## config.mk

```make
export PLATFORM = sky130hd
export DESIGN_NAME = gon_ctrl
export DESIGN_NICKNAME = d
export VERILOG_FILES = /design/src/rtl/gon_ctrl.sv
export SDC_FILE = /design/constraint.sdc
export NUM_CORES = 1
export LEC_CHECK = 0
export BUFFER_PORTS_ARGS = -buffer_cell sky130_fd_sc_hd__buf_2
export CAP_MARGIN = 20
export CORE_MARGIN = 2
export CORE_UTILIZATION = 52
export DETAILED_ROUTE_END_ITERATION = 12
export GPL_ROUTABILITY_DRIVEN = 0
export MAX_ROUTING_LAYER = met4
export PLACE_DENSITY = 0.76
export SLEW_MARGIN = 20
export SYNTH_ARGS = -nofsm -noshare
export SYNTH_HDL_FRONTEND = slang
export SYNTH_SLANG_ARGS = --single-unit
```

## constraint.sdc

```tcl
create_clock -name clk -period 4.2 [get_ports clk]
set_input_delay 0.21 -clock clk [delete_from_list [all_inputs] [get_ports clk]]
set_output_delay 0.21 -clock clk [all_outputs]
set_load 0.005 [all_outputs]
```

## src/rtl/gon_ctrl.sv

```systemverilog
// ============================================================================
// gon_ctrl : GON scan-chain programmer and multicast transfer sequencer
// Rev 1.0
// ============================================================================
`default_nettype none

module gon_ctrl #(
  parameter int ROW_TAG_WIDTH  = 4,
  parameter int COL_TAG_WIDTH  = 4,
  parameter int NUM_OF_ROWS    = 12,
  parameter int NUM_OF_COLS    = 14,
  parameter int CFG_WORD_WIDTH = 32,
  parameter int LEN_WIDTH      = 8
) (
  input  logic                      clk,
  input  logic                      reset,
  input  logic                      cfg_start,
  input  logic                      cfg_valid,
  input  logic [CFG_WORD_WIDTH-1:0] cfg_word,
  output logic                      cfg_ready,
  output logic                      cfg_done,
  input  logic                      req_valid,
  input  logic [ROW_TAG_WIDTH-1:0]  req_row_tag,
  input  logic [COL_TAG_WIDTH-1:0]  req_col_tag,
  input  logic [LEN_WIDTH-1:0]      req_len,
  output logic                      req_ready,
  output logic                      xfer_done,
  input  logic                      gon_ready,
  output logic [ROW_TAG_WIDTH-1:0]  row_tag,
  output logic [COL_TAG_WIDTH-1:0]  col_tag,
  output logic                      enable_in,
  output logic                      scan_en_id,
  output logic                      scan_in_id,
  output logic                      busy
);

  localparam int SCAN_LEN = NUM_OF_ROWS * (ROW_TAG_WIDTH + NUM_OF_COLS * COL_TAG_WIDTH);
  localparam int CNT_W    = $clog2(SCAN_LEN);
  localparam int BL_W     = $clog2(CFG_WORD_WIDTH + 1);

  localparam logic [1:0] c_IDLE = 2'd0;
  localparam logic [1:0] c_SCAN = 2'd1;
  localparam logic [1:0] c_RUN  = 2'd2;
  localparam logic [1:0] c_SEND = 2'd3;

  localparam logic [CNT_W-1:0] c_LAST_BIT  = CNT_W'(SCAN_LEN - 1);
  localparam logic [BL_W-1:0]  c_WORD_BITS = BL_W'(CFG_WORD_WIDTH);

  logic [1:0]                state_q, state_d;
  logic [CFG_WORD_WIDTH-1:0] word_q, word_d;
  logic [BL_W-1:0]           bits_q, bits_d;
  logic [CNT_W-1:0]          bit_cnt_q, bit_cnt_d;
  logic [LEN_WIDTH-1:0]      beats_q, beats_d;
  logic [ROW_TAG_WIDTH-1:0]  row_q, row_d;
  logic [COL_TAG_WIDTH-1:0]  col_q, col_d;
  logic                      cfg_done_q, cfg_done_d;
  logic                      xfer_done_q, xfer_done_d;

  logic w_shift, w_last_bit, w_cfg_hs, w_req_hs, w_beat, w_last_beat, w_restart;

  // A request seen together with cfg_start is refused, so ready drops with it.
  assign w_restart   = ((state_q == c_IDLE) || (state_q == c_RUN)) && cfg_start;
  assign w_shift     = (state_q == c_SCAN) && (bits_q != '0);
  assign w_last_bit  = w_shift && (bit_cnt_q == c_LAST_BIT);
  assign w_cfg_hs    = cfg_valid && (state_q == c_SCAN) && (bits_q == '0);
  assign w_req_hs    = req_valid && (state_q == c_RUN) && !cfg_start;
  assign w_beat      = (state_q == c_SEND) && gon_ready && (beats_q != '0);
  assign w_last_beat = w_beat && (beats_q == LEN_WIDTH'(1));

  always_ff @(posedge clk) begin
    if (reset) begin
      state_q     <= c_IDLE;
      word_q      <= '0;
      bits_q      <= '0;
      bit_cnt_q   <= '0;
      beats_q     <= '0;
      row_q       <= '0;
      col_q       <= '0;
      cfg_done_q  <= 1'b0;
      xfer_done_q <= 1'b0;
    end else begin
      state_q     <= state_d;
      word_q      <= word_d;
      bits_q      <= bits_d;
      bit_cnt_q   <= bit_cnt_d;
      beats_q     <= beats_d;
      row_q       <= row_d;
      col_q       <= col_d;
      cfg_done_q  <= cfg_done_d;
      xfer_done_q <= xfer_done_d;
    end
  end

  always_comb begin
    state_d = state_q;
    case (state_q)
      c_IDLE:  if (cfg_start) state_d = c_SCAN;
      c_SCAN:  if (w_last_bit) state_d = c_RUN;
      c_RUN: begin
        if (cfg_start)                        state_d = c_SCAN;
        else if (w_req_hs && req_len != '0)   state_d = c_SEND;
      end
      c_SEND:  if (w_last_beat) state_d = c_RUN;
      default: state_d = c_IDLE;
    endcase
  end

  always_comb begin
    word_d      = word_q;
    bits_d      = bits_q;
    bit_cnt_d   = bit_cnt_q;
    beats_d     = beats_q;
    row_d       = row_q;
    col_d       = col_q;
    cfg_done_d  = 1'b0;
    xfer_done_d = 1'b0;

    if (w_restart) begin
      bit_cnt_d = '0;
      bits_d    = '0;
    end
    if (w_cfg_hs) begin
      word_d = cfg_word;
      bits_d = c_WORD_BITS;
    end
    if (w_shift) begin
      word_d    = word_q >> 1;
      bits_d    = bits_q - 1'b1;
      bit_cnt_d = bit_cnt_q + 1'b1;
      // Chain is full: whatever is left of the current word is dropped.
      if (w_last_bit) begin
        word_d     = '0;
        bits_d     = '0;
        bit_cnt_d  = '0;
        cfg_done_d = 1'b1;
      end
    end
    if (w_req_hs) begin
      row_d   = req_row_tag;
      col_d   = req_col_tag;
      beats_d = req_len;
      if (req_len == '0) xfer_done_d = 1'b1;
    end
    if (w_beat) begin
      beats_d = beats_q - 1'b1;
      if (w_last_beat) xfer_done_d = 1'b1;
    end
  end

  always_comb begin
    cfg_ready  = (state_q == c_SCAN) && (bits_q == '0);
    req_ready  = (state_q == c_RUN) && !cfg_start;
    enable_in  = w_beat;
    scan_en_id = w_shift;
    scan_in_id = word_q[0];
    busy       = (state_q == c_SCAN) || (state_q == c_SEND);
    row_tag    = row_q;
    col_tag    = col_q;
    cfg_done   = cfg_done_q;
    xfer_done  = xfer_done_q;
  end

endmodule

`default_nettype wire

```

Word level (Yosys, flattened, before mapping):

Cells that the tools add are included.

* register bits after elaboration: 68
* input bits: 54
* output and inout port bits: 16
* logic and storage cells: 73

* add/subtract/negate cells: 3
* equal/unequal tests: 9
* mux-type cells: 23
* bitwise logic cells: 1
* reductions and logical operators: 28

Operator list (count)
* $mux W32: 2
* $mux W31: 1
* $mux W10: 3
* $mux W6: 4
* $mux W8: 2
* $reduce_bool A8 Y1: 2
* $logic_and A1 B1 Y1: 13
* $add A10 B1 Y10 const B: 1
* $eq A10 B10 Y1 const B: 1
* $mux W2: 5
* $eq A8 B1 Y1 const B: 1
* $logic_not A8 Y1: 1
* $pmux W2 S4: 1
* $sub A8 B1 Y8 const B: 1
* $logic_not A6 Y1: 1
* $ne A2 B2 Y1 const B: 3
* $reduce_bool A2 Y1: 3
* $reduce_bool A6 Y1: 1
* $sub A6 B1 Y6 const B: 1
* $mux W1: 5
* $eq A2 B2 Y1 const B: 2
* $reduce_and A4 Y1: 1
* $ne A3 B2 Y1 const B: 1
* $reduce_bool A3 Y1: 1
* 6 further kinds: 7

Longest topological paths before layout:

* word-level depth: 7
* mapped depth: 8
* mapped depth without buffers: 7

Worst setup path before layout:

OpenSTA, ideal clock, no wires.

* path type: register to register
* start point: reg bits_q[0]
* end point: reg bits_q[2]
* library setup time: 134 ps
* arrival: 1670 ps
* required time: 4066 ps
* path slack: 2396 ps
* cell stages (with the launch flop): 9
* path buffers: 1
* clock period less this slack: 1804 ps
* cell sequence: dfxtp_1 -> inv_1 -> ha_1 -> or2b_2 -> o21ai_4 -> inv_4 -> buf_2 -> a31oi_1 -> a211oi_1

* longest elaborated chain between the ends: 5
* elaborated cells between the ends (all ways): 10
* those cells by class: 1 x add/sub; 3 x mux; 6 x reduce/logical

RTL lines
* from (decl): line 51 `logic [BL_W-1:0] bits_q, bits_d;`
* from (signal assigned): line 84 `bits_q <= bits_d;`
* parallel branches: the longest is 5 deep, another holds $sub A6 B1 Y6

Several ways; the timed one is not identified.
A chain may end at the register's enable or synchronous reset.

Final worst setup path:

* start point: reg bit_cnt_q[0]
* end point: reg word_q[5]

* longest elaborated chain between the ends: 4

RTL lines
* from (decl): line 52 `logic [CNT_W-1:0] bit_cnt_q, bit_cnt_d;`
* from (signal assigned): line 85 `bit_cnt_q <= bit_cnt_d;`
* $eq A10 B10 Y1: line 64 `assign w_last_bit = w_shift && (bit_cnt_q == c_LAST_BIT);`
* $logic_and A1 B1 Y1: line 64
* $mux W31: line 131 `if (w_last_bit) begin`
* $mux W32: line 126 `if (w_shift) begin`
* to (signal assigned): line 83 `word_q <= word_d;`
* to (decl): line 50 `logic [CFG_WORD_WIDTH-1:0] word_q, word_d;`

Every way passes these cells.

==> flow_summary.json <==
{
  "status": "completed",
  "fin_ws_ps": 1840,
  "synth_top_area_frac": 0.407,
  "critPathMaxFanout": 11,
  "drtIter0Drc": 227,
  "crit_end": "word_q[5]",
  "ys_types": 53,
  "grtUsageTotal": 0.233,
  "ant_nets": 0,
  "crit_required_ps": 4480,
  "hold_buffers": 0,
  "hpwl_um": 5090,
  "max_freq_mhz": 424,
  "hp-class": "in2reg",
  "synth.most_common_cell": "dfxtp_1",
  "antenna_found_initial": 0,
  "grt_pass1_vias": 2958,
  "yosysWarnings": 0,
  "p_total_mw": 1.90,
  "firstDrtPassIters": 5,
  "netlist_area_um2": 3350,
  "cts_sinks": 68,
  "timing.rr.start": "bit_cnt_q[0]",
  "async_flop_share": 0,
  "synth_common_cells": "dfxtp_1, nand3_1, nand2_1",
  "holdWs_ps": 101,
  "synth_largest_area_cell": "dfxtp_1",
  "rrSetupSlack_ps": 1840,
  "worstRegToRegCells": 5,
  "area_growth_pct": 16.8,
  "grt_first_pass_wirelength_um": 13400,
  "cts_setup_buffers": 0,
  "fin_skew_ps": 12.7,
  "clk_path_buf_depth": 2,
  "routedWlPerCell_um": 14.7,
  "setup.worst_path.start_class": "register",
  "endpoint_kind": "register",
  "leakagePower_nw": 1.43,
  "r2r-end": "word_q[5]",
  "die_height_um": 84.2,
  "rsz0062_at_grt": "no",
  "finalNetCount": 511,
  "clkLatencyLatePin_ps": 350,
  "p_per_area_nw_per_um2": 486,
  "num_vias": 3213,
  "drive_gt1_frac": 0.217,
  "dominantRegCellSynth": "dfxtp_1",
  "tightest_slew_ps": 1040,
  "dieWidth_um": 84.2,
  "multi_input_area_um2": 1810,
  "ctsResizeCount": 0,
  "slew_headroom": 0.304,
  "irDropWorstVdd_mv": 0.317,
  "core_area_um2": 6280,
  "worst-setup-path-type": "reg2reg",
  "drc_errors": 0,
  "post_drt_via_cell_ratio": 6.02,
  "setup_tns_ps": 0,
  "diodes": 0,
  "synth_fp_nets": 458,
  "arrival_ps": 2640,
  "placementRows": 29,
  "yosysSeqAreaShare": 0.407,
  "syn_area_per_cell_um2": 8.39,
  "synthTopCellsByArea": "dfxtp_1, a311oi_1, nand3_1, nand2_1, o21ai_0",
  "layout.area.seq_um2": 1360,
  "overflow": 0,
  "finalCritPeriodShare": 0.562,
  "root_buffer": "clkbuf_8",
  "max_cap_viol_count": 0,
  "portBuffers": 69,
  "start_util": 0.533,
  "io-pin-count": 70,
  "synth_edf_count": 0,
  "clkTransAtPathRegs_ps": 80,
  "dieArea_um2": 7100,
  "htreeDepth": 3,
  "final-hold-violation-count": 0,
  "ys_ff_latch": 68,
  "synth_cells": 399,
  "slew_violations": 0,
  "cts_tree": "built",
  "routed_wl_um": 7880,
  "setup_viol": 0,
  "cts_buffers": 9,
  "pre_cts_slack_ps": 1870,
  "critical_path.startpoint": "bit_cnt_q[0]",
  "period_minus_slack_ps": 2360,
  "fillers": 556,
  "grt_max_degree": 57
}
## metal layers
| metal | wire [um] | GRT usage | vias to the layer above |
|---|---|---|---|
| li1 | - | - | 1612 |
| met4 | 96 | 0.0806 | 0 |
| met1 | 3650 | 0.297 | 1498 |
| met5 | 0 | - | - |
| met2 | 3760 | 0.373 | 93 |
| met3 | 379 | 0.0433 | 10 |
## logic make-up after synthesis
| kind of cell | count (synthesis) | synth area share |
|---|---|---|
| fa+ha+maj | 5 | 0.0187 |
| buf+inv | 43 | 0.0568 |
| compound gates | 123 | 0.264 |
| simple gates | 160 | 0.254 |
| flops | 68 | 0.407 |
## placed cells by master (no fill, tap or decap), types with 6 or more instances in the layout
master / Yosys / routed
a31oi_1: 15 / 15
buf_2: 9 / 69
nand3_1: 40 / 40
a311oi_1: 23 / 23
and2_1: 10 / 10
nor4_1: 6 / 6
inv_1: 11 / 11
clkbuf_8: 0 / 10
dfxtp_1: 68 / 68
nor3_1: 6 / 6
a21oi_1: 20 / 20
a221o_1: 10 / 10
nor2_1: 29 / 29
o21ai_0: 24 / 24
nand2_1: 33 / 33
nand3b_1: 6 / 6
## layout make-up
| type | count | area share |
|---|---|---|
| well taps | 77 | 0.0246 |
| clock buffers | 10 | 0.0352 |
| clock inverters | 6 | 0.0224 |
| multi-input cells | 288 | 0.462 |
| inverters | 12 | 0.0122 |
| flip-flops and latches | 68 | 0.348 |
| repair buffers | 73 | 0.0960 |
## sequential cells by signal, indices dropped and copies added (netlist names)
name	flops
cfg_done	1
beats_q	8
bits_q	6
xfer_done	1
state_q	2
word_q	32
bit_cnt_q	10
row_tag	4
col_tag	4
## report_power, final
part | internal [mW] | switching [mW] | leakage (nW)
registers | 0.719 | 0.0516 | 0.553
clock network | 0.349 | 0.253 | 0.105
logic | 0.188 | 0.342 | 0.768
## worst max-delay path, stage by stage, from the launching register on
cell and delay (ps):
dfxtp_1 340, ha_1 230, and3_1 220, a41oi_1 730, and2_0 530, a221o_1 240
## through the flow
step,cell area [um2],instances,util
finish,3910,534,0.623
global route,3910,534,0.623
CTS,3910,534,0.623
detailed placement,3690,518,0.587
global placement,3690,518,0.587
floorplan,3350,399,-
## worst min-delay path by stage
stage	from	end	slack, ps	cells past startpoint
after detailed placement	col_tag[0]	col_tag[0]	450	2
final	req_col_tag[0]	col_tag[0]	100	3
after floorplan	req_col_tag[0]	col_tag[0]	350	2
after global placement	row_tag[0]	row_tag[0]	440	2
after CTS	req_row_tag[3]	row_tag[3]	90	3
after global routing	req_len[3]	beats_q[3]	110	3
Power figures use the tool's default switching activity.
